**config.mk**
```make
export PLATFORM = sky130hd
export DESIGN_NAME = amci_arbiter
export DESIGN_NICKNAME = d
export VERILOG_FILES = /design/src/rtl/amci_pkg.sv /design/src/rtl/amci_rr_channel.sv /design/src/rtl/amci_arbiter.sv
export SDC_FILE = /design/constraint.sdc
export NUM_CORES = 1
export LEC_CHECK = 0
export BUFFER_PORTS_ARGS = -buffer_cell sky130_fd_sc_hd__buf_2
export CAP_MARGIN = 20
export CELL_PAD_IN_SITES_DETAIL_PLACEMENT = 0
export CELL_PAD_IN_SITES_GLOBAL_PLACEMENT = 2
export CORE_MARGIN = 1
export CORE_UTILIZATION = 26
export DETAILED_ROUTE_END_ITERATION = 8
export GPL_TIMING_DRIVEN = 0
export HOLD_SLACK_MARGIN = 0.03
export PLACE_DENSITY_LB_ADDON = 0.1
export SLEW_MARGIN = 10
export SYNTH_ARGS = -nofsm -noshare
export SYNTH_HDL_FRONTEND = slang
export SYNTH_HIERARCHICAL = 1
export SYNTH_SLANG_ARGS = --single-unit
```
**constraint.sdc**
```tcl
create_clock -name CLK -period 1.4 [get_ports CLK]
set_input_delay 0.28 -clock CLK [delete_from_list [all_inputs] [get_ports CLK]]
set_output_delay 0.28 -clock CLK [all_outputs]
set_load 0.005 [all_outputs]
```
**src/rtl/amci_pkg.sv**
```systemverilog
`default_nettype none
// ============================================================================
// amci_pkg : AMCI bus widths, field offsets and channel FSM encoding
// Rev 1.0
// ============================================================================
package amci_pkg;

  localparam int AMCI_ADDR_W = 32;
  localparam int AMCI_DATA_W = 32;
  localparam int AMCI_RESP_W = 2;

  // MOSI: waddr | wdata | raddr | write | read (LSB first)
  function automatic int amci_mosi_w(input int aw, input int dw);
    return 2 * aw + dw + 2;
  endfunction

  function automatic int amci_wdata_lsb(input int aw);
    return aw;
  endfunction

  function automatic int amci_raddr_lsb(input int aw, input int dw);
    return aw + dw;
  endfunction

  function automatic int amci_write_bit(input int aw, input int dw);
    return 2 * aw + dw;
  endfunction

  function automatic int amci_read_bit(input int aw, input int dw);
    return 2 * aw + dw + 1;
  endfunction

  // MISO: rdata | widle | ridle | wresp | rresp (LSB first)
  function automatic int amci_miso_w(input int dw);
    return dw + 6;
  endfunction

  function automatic int amci_widle_bit(input int dw);
    return dw;
  endfunction

  function automatic int amci_ridle_bit(input int dw);
    return dw + 1;
  endfunction

  function automatic int amci_wresp_lsb(input int dw);
    return dw + 2;
  endfunction

  function automatic int amci_rresp_lsb(input int dw);
    return dw + 4;
  endfunction

  typedef enum logic [1:0] {
    CH_IDLE       = 2'd0,
    CH_ISSUE      = 2'd1,
    CH_WAIT_START = 2'd2,
    CH_WAIT_DONE  = 2'd3
  } amci_ch_state_e;

endpackage
`default_nettype wire

```
**src/rtl/amci_rr_channel.sv**
```systemverilog
`default_nettype none
// ============================================================================
// amci_rr_channel : two-requester buffered round-robin channel with FSM
// Rev 1.0
// ============================================================================
module amci_rr_channel
  import amci_pkg::*;
#(
  parameter int PAYLOAD_W = 32,
  parameter int RSP_W     = 2
) (
  input  logic                 clk,
  input  logic                 rst,
  input  logic [1:0]           req_strobe,
  input  logic [PAYLOAD_W-1:0] req0_payload,
  input  logic [PAYLOAD_W-1:0] req1_payload,
  output logic [1:0]           req_idle,
  output logic [RSP_W-1:0]     req0_rsp,
  output logic [RSP_W-1:0]     req1_rsp,
  input  logic                 m_idle,
  input  logic [RSP_W-1:0]     m_rsp,
  output logic                 m_strobe,
  output logic [PAYLOAD_W-1:0] m_payload
);

  amci_ch_state_e       state_q, state_d;
  logic                 grant_q, grant_d;
  logic [1:0]           pend_q, pend_d;
  logic [1:0]           idle_q, idle_d;
  logic [PAYLOAD_W-1:0] buf0_q, buf0_d;
  logic [PAYLOAD_W-1:0] buf1_q, buf1_d;
  logic [RSP_W-1:0]     rsp0_q, rsp0_d;
  logic [RSP_W-1:0]     rsp1_q, rsp1_d;
  logic [PAYLOAD_W-1:0] payload_q, payload_d;

  always_comb begin
    state_d   = state_q;
    grant_d   = grant_q;
    pend_d    = pend_q;
    idle_d    = idle_q;
    buf0_d    = buf0_q;
    buf1_d    = buf1_q;
    rsp0_d    = rsp0_q;
    rsp1_d    = rsp1_q;
    payload_d = payload_q;

    // A busy requester cannot overwrite its buffer; its idle stays low until the response.
    if (req_strobe[0] && idle_q[0]) begin
      buf0_d    = req0_payload;
      pend_d[0] = 1'b1;
      idle_d[0] = 1'b0;
    end
    if (req_strobe[1] && idle_q[1]) begin
      buf1_d    = req1_payload;
      pend_d[1] = 1'b1;
      idle_d[1] = 1'b0;
    end

    case (state_q)
      CH_IDLE: begin
        if ((pend_q != 2'b00) && m_idle) begin
          // grant_q doubles as the round-robin pointer (last requester served).
          grant_d   = (pend_q == 2'b11) ? ~grant_q : pend_q[1];
          payload_d = grant_d ? buf1_q : buf0_q;
          state_d   = CH_ISSUE;
        end
      end
      CH_ISSUE: begin
        pend_d[grant_q] = 1'b0;
        state_d         = CH_WAIT_START;
      end
      CH_WAIT_START: begin
        if (!m_idle) begin
          state_d = CH_WAIT_DONE;
        end
      end
      CH_WAIT_DONE: begin
        if (m_idle) begin
          if (grant_q) begin
            rsp1_d = m_rsp;
          end else begin
            rsp0_d = m_rsp;
          end
          idle_d[grant_q] = 1'b1;
          state_d         = CH_IDLE;
        end
      end
      default: state_d = CH_IDLE;
    endcase
  end

  always_ff @(posedge clk) begin
    if (rst) begin
      state_q   <= CH_IDLE;
      grant_q   <= 1'b1;
      pend_q    <= 2'b00;
      idle_q    <= 2'b11;
      buf0_q    <= '0;
      buf1_q    <= '0;
      rsp0_q    <= '0;
      rsp1_q    <= '0;
      payload_q <= '0;
    end else begin
      state_q   <= state_d;
      grant_q   <= grant_d;
      pend_q    <= pend_d;
      idle_q    <= idle_d;
      buf0_q    <= buf0_d;
      buf1_q    <= buf1_d;
      rsp0_q    <= rsp0_d;
      rsp1_q    <= rsp1_d;
      payload_q <= payload_d;
    end
  end

  assign req_idle  = idle_q;
  assign req0_rsp  = rsp0_q;
  assign req1_rsp  = rsp1_q;
  assign m_strobe  = (state_q == CH_ISSUE);
  assign m_payload = payload_q;

endmodule
`default_nettype wire

```
**src/rtl/amci_arbiter.sv**
```systemverilog
`default_nettype none
// ============================================================================
// amci_arbiter : two-requester AMCI arbiter with independent write/read channels
// Rev 1.0
// ============================================================================
module amci_arbiter
  import amci_pkg::*;
#(
  parameter int AXI_DATA_WIDTH = AMCI_DATA_W,
  parameter int AXI_ADDR_WIDTH = AMCI_ADDR_W
) (
  input  logic                                                  CLK,
  input  logic                                                  RESET,
  input  logic [amci_mosi_w(AXI_ADDR_WIDTH, AXI_DATA_WIDTH)-1:0] S0_AMCI_MOSI,
  output logic [amci_miso_w(AXI_DATA_WIDTH)-1:0]                 S0_AMCI_MISO,
  input  logic [amci_mosi_w(AXI_ADDR_WIDTH, AXI_DATA_WIDTH)-1:0] S1_AMCI_MOSI,
  output logic [amci_miso_w(AXI_DATA_WIDTH)-1:0]                 S1_AMCI_MISO,
  output logic [amci_mosi_w(AXI_ADDR_WIDTH, AXI_DATA_WIDTH)-1:0] M_AMCI_MOSI,
  input  logic [amci_miso_w(AXI_DATA_WIDTH)-1:0]                 M_AMCI_MISO
);

  localparam int AW        = AXI_ADDR_WIDTH;
  localparam int DW        = AXI_DATA_WIDTH;
  localparam int RW        = AMCI_RESP_W;
  localparam int WDATA_LSB = amci_wdata_lsb(AW);
  localparam int RADDR_LSB = amci_raddr_lsb(AW, DW);
  localparam int WRITE_BIT = amci_write_bit(AW, DW);
  localparam int READ_BIT  = amci_read_bit(AW, DW);
  localparam int WIDLE_BIT = amci_widle_bit(DW);
  localparam int RIDLE_BIT = amci_ridle_bit(DW);
  localparam int WRESP_LSB = amci_wresp_lsb(DW);
  localparam int RRESP_LSB = amci_rresp_lsb(DW);

  logic [1:0]       wr_idle, rd_idle;
  logic [RW-1:0]    s0_wrsp, s1_wrsp;
  logic [RW+DW-1:0] s0_rrsp, s1_rrsp;
  logic             m_wr_strobe, m_rd_strobe;
  logic [AW+DW-1:0] m_wr_payload;
  logic [AW-1:0]    m_rd_payload;

  // Write payload is {wdata, waddr} so it lines up with the MOSI low fields.
  amci_rr_channel #(
    .PAYLOAD_W (AW + DW),
    .RSP_W     (RW)
  ) u_wr_chan (
    .clk          (CLK),
    .rst          (RESET),
    .req_strobe   ({S1_AMCI_MOSI[WRITE_BIT], S0_AMCI_MOSI[WRITE_BIT]}),
    .req0_payload ({S0_AMCI_MOSI[WDATA_LSB +: DW], S0_AMCI_MOSI[0 +: AW]}),
    .req1_payload ({S1_AMCI_MOSI[WDATA_LSB +: DW], S1_AMCI_MOSI[0 +: AW]}),
    .req_idle     (wr_idle),
    .req0_rsp     (s0_wrsp),
    .req1_rsp     (s1_wrsp),
    .m_idle       (M_AMCI_MISO[WIDLE_BIT]),
    .m_rsp        (M_AMCI_MISO[WRESP_LSB +: RW]),
    .m_strobe     (m_wr_strobe),
    .m_payload    (m_wr_payload)
  );

  amci_rr_channel #(
    .PAYLOAD_W (AW),
    .RSP_W     (RW + DW)
  ) u_rd_chan (
    .clk          (CLK),
    .rst          (RESET),
    .req_strobe   ({S1_AMCI_MOSI[READ_BIT], S0_AMCI_MOSI[READ_BIT]}),
    .req0_payload (S0_AMCI_MOSI[RADDR_LSB +: AW]),
    .req1_payload (S1_AMCI_MOSI[RADDR_LSB +: AW]),
    .req_idle     (rd_idle),
    .req0_rsp     (s0_rrsp),
    .req1_rsp     (s1_rrsp),
    .m_idle       (M_AMCI_MISO[RIDLE_BIT]),
    .m_rsp        ({M_AMCI_MISO[RRESP_LSB +: RW], M_AMCI_MISO[0 +: DW]}),
    .m_strobe     (m_rd_strobe),
    .m_payload    (m_rd_payload)
  );

  always_comb begin
    M_AMCI_MOSI                     = '0;
    M_AMCI_MOSI[0 +: AW + DW]       = m_wr_payload;
    M_AMCI_MOSI[RADDR_LSB +: AW]    = m_rd_payload;
    M_AMCI_MOSI[WRITE_BIT]          = m_wr_strobe;
    M_AMCI_MOSI[READ_BIT]           = m_rd_strobe;

    S0_AMCI_MISO                    = '0;
    S0_AMCI_MISO[0 +: DW]           = s0_rrsp[DW-1:0];
    S0_AMCI_MISO[WIDLE_BIT]         = wr_idle[0];
    S0_AMCI_MISO[RIDLE_BIT]         = rd_idle[0];
    S0_AMCI_MISO[WRESP_LSB +: RW]   = s0_wrsp;
    S0_AMCI_MISO[RRESP_LSB +: RW]   = s0_rrsp[DW +: RW];

    S1_AMCI_MISO                    = '0;
    S1_AMCI_MISO[0 +: DW]           = s1_rrsp[DW-1:0];
    S1_AMCI_MISO[WIDLE_BIT]         = wr_idle[1];
    S1_AMCI_MISO[RIDLE_BIT]         = rd_idle[1];
    S1_AMCI_MISO[WRESP_LSB +: RW]   = s1_wrsp;
    S1_AMCI_MISO[RRESP_LSB +: RW]   = s1_rrsp[DW +: RW];
  end

endmodule
`default_nettype wire
```
==> results of run 1 <==
==> flip-flops by register name (all words and copies together), names as in the netlist, 32 cells and up <==
signal / flops
u_wr_chan/m_payload: 64
u_wr_chan/buf0_q: 64
u_rd_chan/buf0_q: 32
u_wr_chan/buf1_q: 64
u_rd_chan/m_payload: 32
u_rd_chan/req0_rsp: 34
u_rd_chan/buf1_q: 32
u_rd_chan/req1_rsp: 34
==> power groups by stage <==
stage / registers [mW] / clock network [mW] / logic, mW
CTS: 12.4 / 11.8 / 7.82
floorplan: 12.4 / 0 / 2.95
finish: 12.5 / 11.5 / 8.51
detailed placement: 12.5 / 0 / 5.28
global placement: 12.5 / 0 / 5.22
global route: 12.6 / 12.2 / 9.26
==> critical path: cells and delay by family (launching register included) <==
kind / cells / cell delay, ns
buf+inv: 3 / 0.27
flops: 1 / 0.35
fa+ha+maj: 1 / 0.16
==> metal layers <==
metal | vias to the layer above | global-route usage, %
met3 | 81 | 3.89
met4 | 4 | 6.11
met2 | 301 | 34.4
met1 | 6896 | 24.9
li1 | 7322 | -
met5 | - | 0
==> worst max path at each step <==
stage / start / endpoint / cells after the start
after detailed placement: RESET / u_rd_chan/buf1_q[3] / 4
after global placement: RESET / u_wr_chan/buf1_q[36] / 4
after CTS: u_wr_chan/state_q[1] / u_wr_chan/m_payload[32] / 10
after floorplan: u_wr_chan/state_q[0] / u_wr_chan/m_payload[13] / 6
after global routing: u_wr_chan/state_q[0] / u_wr_chan/m_payload[24] / 8
final: u_wr_chan/state_q[1] / M_AMCI_MOSI[96] / 4
==> cell families after synthesis <==
family / after synthesis / synth area share, %
muxes: 8 / 0.588
and+or+nand+nor: 847 / 23.0
buffers and inverters: 149 / 5.32
AOI/OAI and AO/OA: 378 / 16.9
DFF: 374 / 53.3
adders and majority gates: 9 / 0.802
==> area by class of cell <==
| type | count | area (µm²) | share of cell area [%] |
|---|---|---|---|
| inverter | 8 | 37.5 | 0.163 |
| tap | 688 | 861 | 3.74 |
| buffer | 133 | 1040 | 4.54 |
| sequential | 374 | 7530 | 32.7 |
| multi-input combinational | 1242 | 6850 | 29.8 |
| clock inverter | 4 | 45.0 | 0.196 |
| clock buffer | 72 | 1390 | 6.03 |
| antenna | 4 | 10.0 | 0.0435 |
| timing repair buffer | 695 | 5230 | 22.8 |
==> what timing repair did <==
item / 4_1_cts / 5_1_grt
hold endpoints to repair: 268 / 0
gates cloned: 15 / 7
setup endpoints to repair: 334 / 318
gates resized for setup: 232 / 244
pin swaps: 62 / 58
buffers inserted: 28 / 17
hold buffers: 232 / 0
==> through the flow <==
step | instance area, µm² | hold WS, ns
2_1_floorplan | 14000 | 0.416
3_3_place_gp | 16900 | 0.440
3_5_place_dp | 16900 | 0.444
4_1_cts | 22100 | 0.0611
5_1_grt | 23000 | 0.142
6_report | 23000 | 0.108
==> cell usage after synthesis (all sizes together), types with 2 or more instances <==
library cell / n
dfxtp: 374
nor3: 2
and2: 4
nor2b: 4
nor2: 106
o21ai: 3
mux2: 2
ha: 9
mux2i: 6
buf: 86
clkbuf: 55
a311oi: 96
nand3b: 2
inv: 8
a21boi: 2
a21bo: 2
a211o: 2
o211a: 2
a211oi: 2
nand2: 720
a21oi: 265
nand2b: 5
nand3: 2
==> reports/metrics.yaml, run 1 <==
wirelength_um: 57400
status: "finished, violations left"
drt-met1-wl_um: 25000
start_util_pct: 26.5
drive_above_1_share_pct: 34.1
finalPower_mw: 32.5
yosysSeqAreaShare_pct: 53.3
dieArea_um2: 54900
fmax_mhz: 616
power.share.switching_pct: 29.2
ys_types: 37
synth_edf_count: 0
vias: 14600
setup_tns_ns: -11.88
dp.cells: 2860
drv_cap: 0
fin_crit_ns: 1.62
first_pass_iters: 5
synth_area_leaders: "dfxtp_1 (53%), nand2_1 (19%), a21oi_1 (9.4%)"
drc: 0
wl_per_cell_um: 17.8
ioPinCount: 410
powerDensity_nw_per_um2: 1410
fin_nets: 2744
maxSlewViolCount: 0
final_common_cell: "nand2_1"
path_clk_slew_ns: 0.06
pwr-share-comb_pct: 26.2
dp_hpwl_um: 39400
core.rowCount: 84
critPathMaxFanout: 3
clkPwrFrac_pct: 35.3
netlist.area_leader.share_pct: 53.3
max_stage_delay_ns: 0.35
synth_area_leader_cell: "dfxtp_1"
die_width_um: 234
grt-ovfl-total: 0
ant_nets: 0
switchingPower_mw: 9.51
clock-sinks: 374
cpMostUsedCell: "buf_6"
grt_use_total_pct: 19.9
yosys_register_bits: 374
criticalPathCategory: "reg -> out"
worst_slew_pin_slew_ns: 0.808
ys_warn_count: 6
tritoncts: "done"
min-delay-path-class: "in -> reg"
top_layer: "met5"
grt_max_degree: 12
hold_viol: 0
first_iter_violations: 461
syn_inst: 1765
fill_cells: 5480
internal_power_mw: 23.0
cts_max_level: 2
numCtsBuffers: 45
dp_slack_ns: -0.562
die_y_um: 234
required_ns: 1.12
antenna_found_initial: 5
rsz0062_at_grt: "true"
finalSetupViolCount: 109
cp-start-kind: "flop"
synth.cell_area_um2: 14000
arrival_ns: 1.34
r2r-end: "u_wr_chan/m_payload[24]"
finalCritPeriodShare_pct: 116
ir_worst_vdd_v: 0.000744
grt_pass1_wl_um: 83300
root_buffer: "clkbuf_16"
rr_startpoint: "u_wr_chan/state_q[1]"
route.met2.wl_um: 28100
stdcell_count: 3220
critPathSlowestCell: "dfxtp_2"
min_path_cells: 3
final_core_util_pct: 43.4
coreArea_um2: 53000
area_delta_synth_final_pct: 63.8
rr_worst_depth: 9
layout_setup_ws_ns: -0.223
violations: "setup timing"
port_buffers: 407
reg2reg_slack_ns: -0.19
power_frac_seq_pct: 38.5
path_cells: "inv_4 -> buf_6 -> ha_4 -> buf_6"
leakagePower_nw: 9.32
hold_end: "u_wr_chan/state_q[1]"
synth.net_count: 2010
wl_met3_um: 2920
clkLatencyLatePin_ns: 0.56
syn_area_per_cell_um2: 7.96
skew_ns: 0.00744
grt_pass1_vias: 14300
clockBufferDepth: 3
synth_ff_type: "dfxtp_1"
endpoint_kind: "primary output"
relSlewSlack_pct: 46.2
worstHoldStart: "RESET"
routed_via_density: 4.54
layout_common_cells: "nand2_1 (698), buf_2 (410), dfxtp_1 (341)"
async_flop_share_pct: 0
gp_congestion: 0.802
(Power assumes the default switching activity.)
==> run 2: changes to the inputs <==
==> constraint.sdc (replaced) <==
create_clock -name CLK -period 1.35 [get_ports CLK]
set_input_delay 0.27 -clock CLK [delete_from_list [all_inputs] [get_ports CLK]]
set_output_delay 0.27 -clock CLK [all_outputs]
set_load 0.005 [all_outputs]
==> run 2 against run 1 <==
Utilization is 0.47 points higher; global-route usage hardly changed; critical endpoint is now u_wr_chan/m_payload[22]; flip-flop and latch count stayed put; combinational power is 8.8% lower; first-iteration DRC count is 0.43% lower; hold slack worse by 0.018 ns; clock skew is 0.0051 ns higher; largest cell class unchanged; worst setup slack better by 0.0094 ns; die area stayed put; the flow still finishes with violations (setup timing); largest power group unchanged.
==> reports/metrics.yaml, run 2 (synthesis results as in run 1) <==
status: "finished, violations left"
violations: "setup timing"
arrival_ns: 2.03  # +0.69 ns
core.rowCount: 84  # unchanged
cp-start-kind: "flop"
final_area_um2: 23300  # +1.1%
coreArea_um2: 53000  # unchanged
grt-ovfl-total: 0  # unchanged
cpMostUsedCell: "buf_12"
vias: 14500  # -0.51%
dp.cells: 2860  # unchanged
leakagePower_nw: 9.34  # +0.26%
ant_nets: 0  # unchanged
first_iter_violations: 459  # -0.43%
drc: 0  # unchanged
min-delay-path-class: "in -> reg"
gp_congestion: 0.791  # -1.4%
die_width_um: 234  # unchanged
reg2reg_slack_ns: -0.21  # -0.02 ns
cpLargestDelayFamily: "compound AO/OA/AOI/OAI gates"
antenna_found_initial: 4  # -1
clock-sinks: 374  # unchanged
tritoncts: "done"
route.met2.wl_um: 28200  # +0.26%
root_buffer: "clkbuf_16"
clockBufferDepth: 3  # unchanged
top_layer: "met5"
grt_max_degree: 20  # +8
hold_viol: 0  # unchanged
wl_met3_um: 2940  # +0.58%
fin_crit_ns: 1.56
path_clk_slew_ns: 0.05  # about the same
layout_setup_ws_ns: -0.214  # +0.00945 ns
fin_hold_ws_ns: 0.0898  # -0.0179 ns
numCtsBuffers: 46  # +2.2%
ir_worst_vdd_v: 0.00102  # +38%
criticalPathCategory: "reg -> reg"
area_delta_synth_final_pct: 65.6
grt_use_total_pct: 19.9  # -0.028 points
fin_nets: 2738  # -0.22%
endpoint_kind: "flop"
path_buf_inv: 4  # +1
wl_per_cell_um: 17.9  # +0.23%
max_stage_delay_ns: 0.34  # about the same
powerDensity_nw_per_um2: 1430  # +0.96%
cts_max_level: 2  # unchanged
drive_above_1_share_pct: 36.6  # +2.5 points
fmax_mhz: 639
finalCritPeriodShare_pct: 116
clkLatencyLatePin_ns: 0.57  # about the same
maxSlewViolCount: 0  # unchanged
worst_slew_pin_slew_ns: 0.815  # +0.00722 ns
grt_pass1_wl_um: 83900  # +0.77%
layout_common_cells: "nand2_1 (640), buf_2 (396), dfxtp_1 (292)"
die_y_um: 234  # unchanged
path_cells: "inv_4 -> buf_6 -> ha_4 -> o211a_4 -> buf_12 -> buf_12 -> nor2_1 -> a311oi_2"
finalSetupViolCount: 175  # +61%
skew_ns: 0.0126  # +0.00515 ns
dp_hpwl_um: 39700  # +0.88%
dp_slack_ns: -0.632  # -0.0707 ns
critPathSlowestCell: "dfxtp_2"
port_buffers: 407  # unchanged
start_util_pct: 26.5  # unchanged
drt-met1-wl_um: 25000  # about the same
drv_cap: 0  # unchanged
required_ns: 1.82  # +0.70 ns
stdcell_count: 3211  # -0.28%
wirelength_um: 57300  # about the same
final_common_cell: "nand2_1"
rsz0062_at_grt: "true"
ioPinCount: 410  # unchanged
dpl-instance-area_um2: 17000  # +0.29%
first_pass_iters: 5  # unchanged
setup_tns_ns: -20.86  # -8.97 ns
relSlewSlack_pct: 45.7  # -0.48 points
dieArea_um2: 54900  # unchanged
critPathMaxFanout: 10  # +7
routed_via_density: 4.53  # -0.23%
grt_pass1_vias: 14500  # +1.3%
-- run 2: layout make-up --
class | count | area [µm²]
multi-input cells | 1244 | 6950
clock inverters | 9 | 148
well taps | 688 | 861
diodes | 3 | 7.51
inverters | 8 | 40.0
fillers | 5451 | 29700
flip-flops and latches | 374 | 7610
plain buffers | 132 | 1090
clock buffers | 66 | 1350
repair buffers | 687 | 5200
-- run 2: stage by stage --
| stage | utilization, % | total power, mW |
|---|---|---|
| global placement | 32.1 | 18.5 |
| floorplan | - | 16.1 |
| finish | 43.9 | 33.2 |
| detailed placement | 32.1 | 18.6 |
| CTS | 41.3 | 33.0 |
| global route | 43.9 | 34.9 |
-- run 2: power by group --
part           leakage, nW  switching (mW)  internal, mW
Clock                0.732            4.82          7.63
Sequential            3.09           0.747          12.2
Combinational         5.52            3.92          3.84
Total                 9.34            9.48          23.7
-- run 2: worst min-delay path: stages --
cell      delay (ns)
clkbuf_1        0.16
nand2b_1        0.13
mux2i_1         0.05
-- run 2: layer usage --
metal  global-route usage, %  up-vias
met3                    4.37       80
met5                       0        -
li1                        -     7298
met2                    34.8      305
met4                    5.16        4
met1                    24.6     6843
-- run 2: path summary, 6_finish.rpt --
check / from / end / depth (start not counted)
setup / recovery: u_wr_chan/state_q[1] / u_wr_chan/m_payload[22] / 8
hold / removal: RESET / u_wr_chan/state_q[1] / 3
hold reg to reg: u_rd_chan/req0_rsp[3] / u_rd_chan/req0_rsp[3] / 2
setup reg to reg: u_wr_chan/state_q[1] / u_wr_chan/m_payload[22] / 8
-- run 2: repair_timing --
action / in CTS / in global routing
pin swaps: 34 / 120
endpoints found under the setup margin: 390 / 317
hold endpoints to repair: 268 / 0
buffers inserted: 18 / 14
gates cloned: 6 / 12
resized for setup: 244 / 310
hold buffers: 232 / 0
